<file path="src/rtl/serial_frame_ctrl_pkg.sv">
// ----------------------------------------------------------------------------
// serial_frame_ctrl_pkg
//   Shared definitions for the serial receive sequencer.
//   - state_t          : FSM state encoding (IDLE/START/DATA/STOP)
//   - DATA_BITS_DEF    : default data bits per frame
//   - CYC_PER_BIT_DEF  : default clock cycles per serial bit
// ----------------------------------------------------------------------------
package serial_frame_ctrl_pkg;

    typedef enum logic [1:0] {
        ST_IDLE  = 2'd0,
        ST_START = 2'd1,
        ST_DATA  = 2'd2,
        ST_STOP  = 2'd3
    } state_t;

    localparam int DATA_BITS_DEF   = 8;
    localparam int CYC_PER_BIT_DEF = 4;

endpackage

</file>
<file path="src/rtl/serial_frame_ctrl_sipo.sv">
// ----------------------------------------------------------------------------
// sipo_shift_en
//   Serial-in / parallel-out shift register with a shift enable.
//   On each enabled edge the serial bit enters bit 0 and older bits move
//   toward the MSB, so the first bit received ends up in the MSB.
// Ports:
//   i_clk        system clock (rising edge)
//   i_reset      asynchronous active-high reset, clears the register
//   i_shift_en   1 = shift in i_serial_in on this edge
//   i_serial_in  serial data bit
//   o_par_out    parallel contents of the register
// ----------------------------------------------------------------------------
module sipo_shift_en
    import serial_frame_ctrl_pkg::*;
#(
    parameter int DATA_BITS = DATA_BITS_DEF
) (
    input  logic                 i_clk,
    input  logic                 i_reset,
    input  logic                 i_shift_en,
    input  logic                 i_serial_in,
    output logic [DATA_BITS-1:0] o_par_out
);

    logic [DATA_BITS-1:0] r_shift;

    always_ff @(posedge i_clk or posedge i_reset) begin
        if (i_reset) begin
            r_shift <= '0;
        end else if (i_shift_en) begin
            r_shift <= {r_shift[DATA_BITS-2:0], i_serial_in};
        end
    end

    assign o_par_out = r_shift;

endmodule

</file>
<file path="src/rtl/serial_frame_ctrl.sv">
// ----------------------------------------------------------------------------
// serial_frame_ctrl
//   Receive-side sequencer: detects a start bit on an idle-high line, samples
//   DATA_BITS data bits (MSB first) and one stop bit at mid-bit, shifts them
//   into a SIPO register and moves the finished word into a holding register
//   offered downstream over a valid/ready handshake.
//
//   Handshake: rx_valid=1 means rx_data holds a word and stays constant; the
//   word is consumed on any edge where rx_valid && rx_ready. A new word may be
//   loaded on the same edge the old one is consumed.
//
// Ports:
//   clk         system clock (rising edge)
//   reset       asynchronous active-high reset
//   enable      1 = receiver active, 0 = FSM forced to IDLE
//   serial_in   serial line (idle high)
//   clr_status  synchronous clear of frame_err / overrun (set wins)
//   rx_ready    downstream ready
//   rx_data     received word
//   rx_valid    holding register full
//   busy        FSM not in IDLE (registered)
//   frame_err   sticky: stop bit sampled low
//   overrun     sticky: word dropped because holding register was full
// ----------------------------------------------------------------------------
module serial_frame_ctrl
    import serial_frame_ctrl_pkg::*;
#(
    parameter int DATA_BITS   = DATA_BITS_DEF,
    parameter int CYC_PER_BIT = CYC_PER_BIT_DEF
) (
    input  logic                 clk,
    input  logic                 reset,
    input  logic                 enable,
    input  logic                 serial_in,
    input  logic                 clr_status,
    input  logic                 rx_ready,
    output logic [DATA_BITS-1:0] rx_data,
    output logic                 rx_valid,
    output logic                 busy,
    output logic                 frame_err,
    output logic                 overrun
);

    localparam int CW = $clog2(CYC_PER_BIT);
    localparam int BW = $clog2(DATA_BITS + 1);

    // Counter reload values: the counter is sampled when it reads zero, so a
    // reload of N-1 places the next sample N edges later.
    localparam logic [CW-1:0] C_HALF_M1 = CW'(CYC_PER_BIT / 2 - 1);
    localparam logic [CW-1:0] C_BIT_M1  = CW'(CYC_PER_BIT - 1);
    localparam logic [BW-1:0] C_LAST    = BW'(DATA_BITS - 1);

    state_t               r_state;
    logic [CW-1:0]        r_cyc_cnt;
    logic [BW-1:0]        r_bit_cnt;
    logic                 r_busy;
    logic [DATA_BITS-1:0] r_rx_data;
    logic                 r_rx_valid;
    logic                 r_frame_err;
    logic                 r_overrun;

    logic                 w_sample;
    logic                 w_shift_en;
    logic                 w_stop_ok;
    logic                 w_stop_bad;
    logic                 w_overrun_set;
    logic [DATA_BITS-1:0] w_word;

    assign w_sample   = (r_cyc_cnt == '0);
    assign w_shift_en = enable && (r_state == ST_DATA) && w_sample;
    assign w_stop_ok  = enable && (r_state == ST_STOP) && w_sample && serial_in;
    assign w_stop_bad = enable && (r_state == ST_STOP) && w_sample && !serial_in;
    assign w_overrun_set = w_stop_ok && r_rx_valid && !rx_ready;

    sipo_shift_en #(
        .DATA_BITS (DATA_BITS)
    ) u_sipo (
        .i_clk       (clk),
        .i_reset     (reset),
        .i_shift_en  (w_shift_en),
        .i_serial_in (serial_in),
        .o_par_out   (w_word)
    );

    // Frame sequencer: state, sample timing and bit counting.
    always_ff @(posedge clk or posedge reset) begin
        if (reset) begin
            r_state   <= ST_IDLE;
            r_cyc_cnt <= '0;
            r_bit_cnt <= '0;
            r_busy    <= 1'b0;
        end else if (!enable) begin
            // Abort any partial frame silently.
            r_state   <= ST_IDLE;
            r_cyc_cnt <= '0;
            r_bit_cnt <= '0;
            r_busy    <= 1'b0;
        end else begin
            case (r_state)
                ST_IDLE: begin
                    if (!serial_in) begin
                        r_state   <= ST_START;
                        r_cyc_cnt <= C_HALF_M1;
                        r_bit_cnt <= '0;
                        r_busy    <= 1'b1;
                    end
                end
                ST_START: begin
                    if (w_sample) begin
                        if (serial_in) begin
                            // Line went back high before mid-bit: glitch.
                            r_state <= ST_IDLE;
                            r_busy  <= 1'b0;
                        end else begin
                            r_state   <= ST_DATA;
                            r_cyc_cnt <= C_BIT_M1;
                            r_bit_cnt <= '0;
                        end
                    end else begin
                        r_cyc_cnt <= r_cyc_cnt - 1'b1;
                    end
                end
                ST_DATA: begin
                    if (w_sample) begin
                        r_cyc_cnt <= C_BIT_M1;
                        if (r_bit_cnt == C_LAST) begin
                            r_state   <= ST_STOP;
                            r_bit_cnt <= '0;
                        end else begin
                            r_bit_cnt <= r_bit_cnt + 1'b1;
                        end
                    end else begin
                        r_cyc_cnt <= r_cyc_cnt - 1'b1;
                    end
                end
                ST_STOP: begin
                    if (w_sample) begin
                        r_state <= ST_IDLE;
                        r_busy  <= 1'b0;
                    end else begin
                        r_cyc_cnt <= r_cyc_cnt - 1'b1;
                    end
                end
                default: begin
                    r_state   <= ST_IDLE;
                    r_cyc_cnt <= '0;
                    r_bit_cnt <= '0;
                    r_busy    <= 1'b0;
                end
            endcase
        end
    end

    // Holding register, handshake and sticky status. Keeps running while
    // enable=0 so a held word can still be drained.
    always_ff @(posedge clk or posedge reset) begin
        if (reset) begin
            r_rx_data   <= '0;
            r_rx_valid  <= 1'b0;
            r_frame_err <= 1'b0;
            r_overrun   <= 1'b0;
        end else begin
            if (w_stop_ok && (!r_rx_valid || rx_ready)) begin
                r_rx_data  <= w_word;
                r_rx_valid <= 1'b1;
            end else if (r_rx_valid && rx_ready) begin
                r_rx_valid <= 1'b0;
            end

            // A set event on the same edge as clr_status takes priority.
            if (w_stop_bad) begin
                r_frame_err <= 1'b1;
            end else if (clr_status) begin
                r_frame_err <= 1'b0;
            end

            if (w_overrun_set) begin
                r_overrun <= 1'b1;
            end else if (clr_status) begin
                r_overrun <= 1'b0;
            end
        end
    end

    assign rx_data   = r_rx_data;
    assign rx_valid  = r_rx_valid;
    assign busy      = r_busy;
    assign frame_err = r_frame_err;
    assign overrun   = r_overrun;

endmodule
</file>
<file path="config.mk">
export PLATFORM = sky130hd
export DESIGN_NAME = serial_frame_ctrl
export DESIGN_NICKNAME = d
export VERILOG_FILES = /design/src/rtl/serial_frame_ctrl_pkg.sv /design/src/rtl/serial_frame_ctrl_sipo.sv /design/src/rtl/serial_frame_ctrl.sv
export SDC_FILE = /design/constraint.sdc
export NUM_CORES = 1
export LEC_CHECK = 0
export ABC_AREA = 1
export BUFFER_PORTS_ARGS = -buffer_cell sky130_fd_sc_hd__buf_2
export CAP_MARGIN = 20
export CORE_MARGIN = 2
export CORE_UTILIZATION = 51
export CTS_CLUSTER_SIZE = 16
export DETAILED_ROUTE_END_ITERATION = 10
export PLACE_DENSITY_LB_ADDON = 0.2
export SLEW_MARGIN = 15
export SYNTH_ARGS = -nofsm -noshare
export SYNTH_HDL_FRONTEND = slang
export SYNTH_SLANG_ARGS = --single-unit
</file>
<file path="constraint.sdc">
create_clock -name clk -period 1.2 [get_ports clk]
set_input_delay 0.12 -clock clk [delete_from_list [all_inputs] [get_ports clk]]
set_output_delay 0.12 -clock clk [all_outputs]
set_load 0.1 [all_outputs]
</file>
Word-level counts from Yosys, hierarchy flattened
Index checks and enable logic that the tools add are counted.
- bits in registers: 28
- input port bits: 6
- output and inout port bits: 12
- logic and storage cells: 79
- add/subtract/negate cells: 2
- eq/ne operators: 14
- multiplexer cells: 31
- reduce and logical (&&, ||, !) cells: 23
- operators by type and width (operator ; count):
    2-bit 2-to-1 mux ; 12
    4-bit 2-to-1 mux ; 5
    3-bit != test, second input constant ; 6
    2-bit case mux with 4 select lines ; 2
    4-bit case mux with 3 select lines ; 1
    1-bit logical AND ; 10
    1-bit 2-to-1 mux ; 10
    5-bit AND reduction ; 2
    4-bit by 1-bit != test with 1-bit output, second input constant ; 2
    3-bit AND reduction ; 2
    2-bit nonzero test ; 3
    4-bit by 1-bit adder with 4-bit output, second input constant ; 1
    2-bit equality test, second input constant ; 2
    4-bit by 3-bit equality test with 1-bit output, second input constant ; 1
    2-bit zero test ; 2
    4-bit != test, second input constant ; 1
    1-bit zero test ; 3
    3-bit by 2-bit != test with 1-bit output, second input constant ; 1
    1-bit case mux with 3 select lines ; 1
    2-bit by 1-bit equality test with 1-bit output, second input constant ; 1
    2-bit by 1-bit subtractor with 2-bit output, second input constant ; 1
    1-bit logical OR ; 1

Depth between registers and ports, before layout
- depth in word-level cells: 7
- gate-level depth with buffers: 9
- gate-level depth less buffers: 9

Modules after synthesis
From an unflattened synthesis, not the netlist that was laid out.
- cell total of the unflattened synthesis: 185
- area total of the unflattened synthesis: 1487.7 µm²
- modules (own cells, without submodules) (module ; times used ; cells an instance ; area an instance (µm²) ; sequential area each (µm²)):
    serial_frame_ctrl ; 1 ; 150 ; 1178.6 ; 500.5
    sipo_shift_en ; 1 ; 35 ; 309.0 ; 200.2

Least setup slack after synthesis
No wires, ideal clock.
- kind: register -> register
- start point: register r_rx_valid, in the netlist rx_valid
- end point: register r_rx_data[0], in the netlist rx_data[0]
- library setup time: 74 ps
- data arrival time: 1600 ps
- required time: 1126 ps
- path slack: -474 ps
- cell stages (with the launch flop): 6
- path buffers: 1
- period minus slack after synthesis: 1674 ps
- cell sequence: dfrtp_1 nand2_1 nand2_2 buf_6 nand2_1 o21ai_2
- longest elaborated chain between the ends: 3
- RTL lines (item ; line ; source):
    start: declaration ; serial_frame_ctrl.sv:58 ; logic r_rx_valid;
    start signal: assignment ; serial_frame_ctrl.sv:159 ; r_rx_valid <= 1'b0;
    start signal: assignment ; serial_frame_ctrl.sv:165 ; r_rx_valid <= 1'b1;
    start signal: assignment ; serial_frame_ctrl.sv:167 ; r_rx_valid <= 1'b0;
    1-bit zero test ; serial_frame_ctrl.sv:163 ; if (w_stop_ok && (!r_rx_valid || rx_ready)) begin
    1-bit logical OR ; serial_frame_ctrl.sv:163 ;
    1-bit logical AND ; serial_frame_ctrl.sv:163 ;
    end signal: assignment ; serial_frame_ctrl.sv:164 ; r_rx_data <= w_word;
    end: declaration ; serial_frame_ctrl.sv:57 ; logic [DATA_BITS-1:0] r_rx_data;
Every way passes these cells.
A chain may end at the register's enable or synchronous reset.

Final worst setup path
- start point: register r_state[0]
- end point: register r_bit_cnt[2]
- longest elaborated chain between the ends: 3
- elaborated cells between the ends (all ways): 9
- classes of those cells: eq/ne: 5; mux: 2; reduce/logical: 2
- RTL lines (item ; line ; source):
    start: declaration ; serial_frame_ctrl.sv:53 ; state_t r_state;
    start signal: assignment ; serial_frame_ctrl.sv:88 ; r_state <= ST_IDLE;
    start signal: assignment ; serial_frame_ctrl.sv:94 ; r_state <= ST_IDLE;
    start signal: assignment ; serial_frame_ctrl.sv:102 ; r_state <= ST_START;
    2-bit equality test (tied with other cells) ; serial_frame_ctrl.sv:99 ; case (r_state)
    4-bit by 1-bit != test with 1-bit output (no source line) (tied with other cells) ; - ;
    3-bit AND reduction (no source line) / 4-bit 2-to-1 mux (equally long branches) ; - ;
    end signal: assignment ; serial_frame_ctrl.sv:130 ; r_bit_cnt <= r_bit_cnt + 1'b1;
    end: declaration ; serial_frame_ctrl.sv:55 ; logic [BW-1:0] r_bit_cnt;
Several ways; a longest one is shown, not always the timed one.

==> impl_metrics.tcl <==
set metrics [dict create \
    cts-buffers-inserted 3 \
    dpl-instance-area_mm2 0.00190 \
    ys_ff_latch 28 \
    dieHeight_um 58.2 \
    post-place-ws_ns -0.212 \
    final_max_slew_viol_count 0 \
    finClkSkew_ns 0.0114 \
    grt_max_degree 29 \
    fin_cells 256 \
    drt_wl_total_mm 3.57 \
    yosysWarningCount 0 \
    cts_sinks 28 \
    syn_avg_cell_area_um2 8.06 \
    seq_power_share_pct 29.1 \
    cts_tree "done" \
    fmaxAchievable_mhz 707 \
    portBuffers 17 \
    grt_overflow 0 \
    cts_htree_levels 1 \
    grt_usage_pct 20.3 \
    internal-power_mw 2.54 \
    relSlewSlack_pct 76.8 \
    start_util_pct 53.9 \
    start_kind "flop" \
    crit_path_end_kind "flop" \
    seq_area_frac_synth_pct 46.7 \
    clockPowerShare_pct 13.6 \
    netlist_area_mm2 0.00150 \
    final_common_cell "nand2_1" \
    switchingPower_mw 1.97 \
    dieArea_mm2 0.00339 \
    min_period_ns 1.41 \
    syn_to_final_growth_pct 50.6 \
    cp.required_ns 1.47 \
    maxCapViolCount 0 \
    ios 18 \
    outcome "finished, violations left" \
    finalHoldViolCount 0 \
    layout_common_cells "nand2_1, dfrtp_1, inv_1, buf_4, nand2_2" \
    total_power_mw 4.51 \
    grt_pass1_wl_mm 5.28 \
    clkLatencyLatePin_ns 0.33 \
    cts_root_buffer "clkbuf_4" \
    synth_cells 186 \
    vias 1380 \
    num_antenna_cells 0 \
    hold_path.class "in -> reg" \
    powerDensity_mw_per_mm2 2000 \
    tightest_slew_ns 0.348 \
    rsz0062_at_grt "true" \
    switching_share_pct 43.7 \
    cp_max_fo 6 \
    violations "setup timing" \
    die_x_um 58.2 \
    synth_nets 201 \
    setup_viol 27 \
    layout.nets 241 \
    drt_first_iter_violations 79 \
    ys_types 19 \
    fin_crit_sh_pct 118 \
    cts_buffer_depth 2 \
    drc 0 \
    p_leak_nw 1.03 \
    clk_pin_slew_ns 0.15 \
    layout_setup_ws_ns -0.215 \
    stdcell_area_mm2 0.00226 \
    final_util_pct 81.2 \
    antenna_left 0 \
    placedCellCount 246 \
    antenna_found_initial 0 \
    place_congestion 0.893 \
    coreArea_mm2 0.00278 \
    grt_pass1_vias 1283 \
    first_pass_iters 4 \
    pwr-share-comb_pct 57.3 \
    wl_per_cell_um 13.9 \
    vias_per_cell 5.39 \
    rows 19 \
    ir_drop_v 0.00181 \
    crit_arrival_ns 1.68 \
    drive_above_1_share_pct 49.3 \
    critPathKind "reg -> reg" \
    hpwlAfterDp_mm 2.15 \
]
## registers in the layout, summed over array words and instances, names as in the netlist
register	count
rx_data	8
u_sipo.o_par_out	8
r_bit_cnt	4
r_cyc_cnt	2
r_state	2
busy	1
frame_err	1
overrun	1
rx_valid	1
## synth_stat cells
master | instances | area [um2]
a21oi_1 | 2 | 10.0
buf_4 | 1 | 7.51
buf_6 | 2 | 22.5
dfrtp_1 | 28 | 701
ha_1 | 9 | 113
inv_1 | 27 | 101
inv_2 | 1 | 3.75
nand2_1 | 50 | 188
nand2_2 | 2 | 12.5
nand2_4 | 1 | 11.3
nand3_1 | 16 | 80.1
nand4_1 | 1 | 6.26
nor2_1 | 15 | 56.3
nor2_2 | 2 | 12.5
nor3_1 | 1 | 5.00
o21ai_0 | 18 | 90.1
o21ai_1 | 1 | 5.00
o21ai_2 | 7 | 61.3
o22ai_1 | 2 | 12.5
## through the flow
step	hold slack, ns	setup TNS (ns)
final	0.0522	-3.88
after global routing	0.0469	-5.75
after CTS	0.0527	-3.10
after detailed placement	0.201	-3.67
after global placement	0.196	-2.97
after floorplan	0.185	-0.738
## path summary, 6_finish.rpt
path                            start      endpoint  slack [ns]  cells past startpoint
min reg2reg                rx_data[5]    rx_data[5]        0.50                      2
min in group asynchronous       reset    rx_data[3]        0.36                      4
max in group asynchronous       reset      rx_valid        0.55                      4
max                        r_state[0]  r_bit_cnt[2]       -0.21                      8
max reg2reg                r_state[0]  r_bit_cnt[2]       -0.21                      8
min                         serial_in     frame_err        0.05                      2
## area by class of cell
cell class,instances,area [um2]
Clock buffer,3,22.5
Clock inverter,1,30.0
Fill cell,184,524
Inverter,28,118
Multi-Input combinational cell,128,963
Sequential cell,28,709
Tap cell,31,38.8
Timing Repair Buffer,37,375
## cells by family after synthesis
group                      Yosys count  synth area share (%)
DFF                                 28                  46.7
adders and majority gates            9                  7.51
AOI/OAI and AO/OA                   30                  11.9
buffers and inverters               31                  9.02
and+or+nand+nor                     88                  24.8
## worst max-delay path, stage by stage (launching register included)
cell	delay (ns)
dfrtp_2	0.51
inv_4	0.11
ha_4	0.21
nor2_4	0.05
nand2_2	0.08
nand2_4	0.07
nor2_4	0.15
nand2_1	0.08
o21ai_1	0.09
## routing by layer
metal / part of all wire [%] / track usage (%) / wire, um / up-vias
met2: 53 / 38.5 / 1900 / 44
met5: 0 / 0 / 0 / -
met1: 40 / 22.9 / 1440 / 655
li1: - / - / - / 669
met4: 2.5 / 7.64 / 88 / 0
met3: 3.7 / 2.68 / 132 / 12
## power by group through the flow
| stage | Clock, mW | Sequential, mW | Combinational (mW) |
|---|---|---|---|
| 2_1_floorplan | 0 | 1.60 | 1.07 |
| 3_3_place_gp | 0 | 1.31 | 1.95 |
| 3_5_place_dp | 0 | 1.32 | 1.99 |
| 4_1_cts | 0.623 | 1.30 | 2.27 |
| 5_1_grt | 0.661 | 1.33 | 2.81 |
| 6_report | 0.613 | 1.31 | 2.59 |
## timing repair
action,CTS,global route
pin swaps,19,14
hold buffers,2,0
endpoints found under the setup margin,32,28
endpoints found under the hold margin,30,0
gates resized for setup,39,35
cloned,0,1
buffers inserted,3,1
Note: power is estimated with default switching activity, not from simulation.
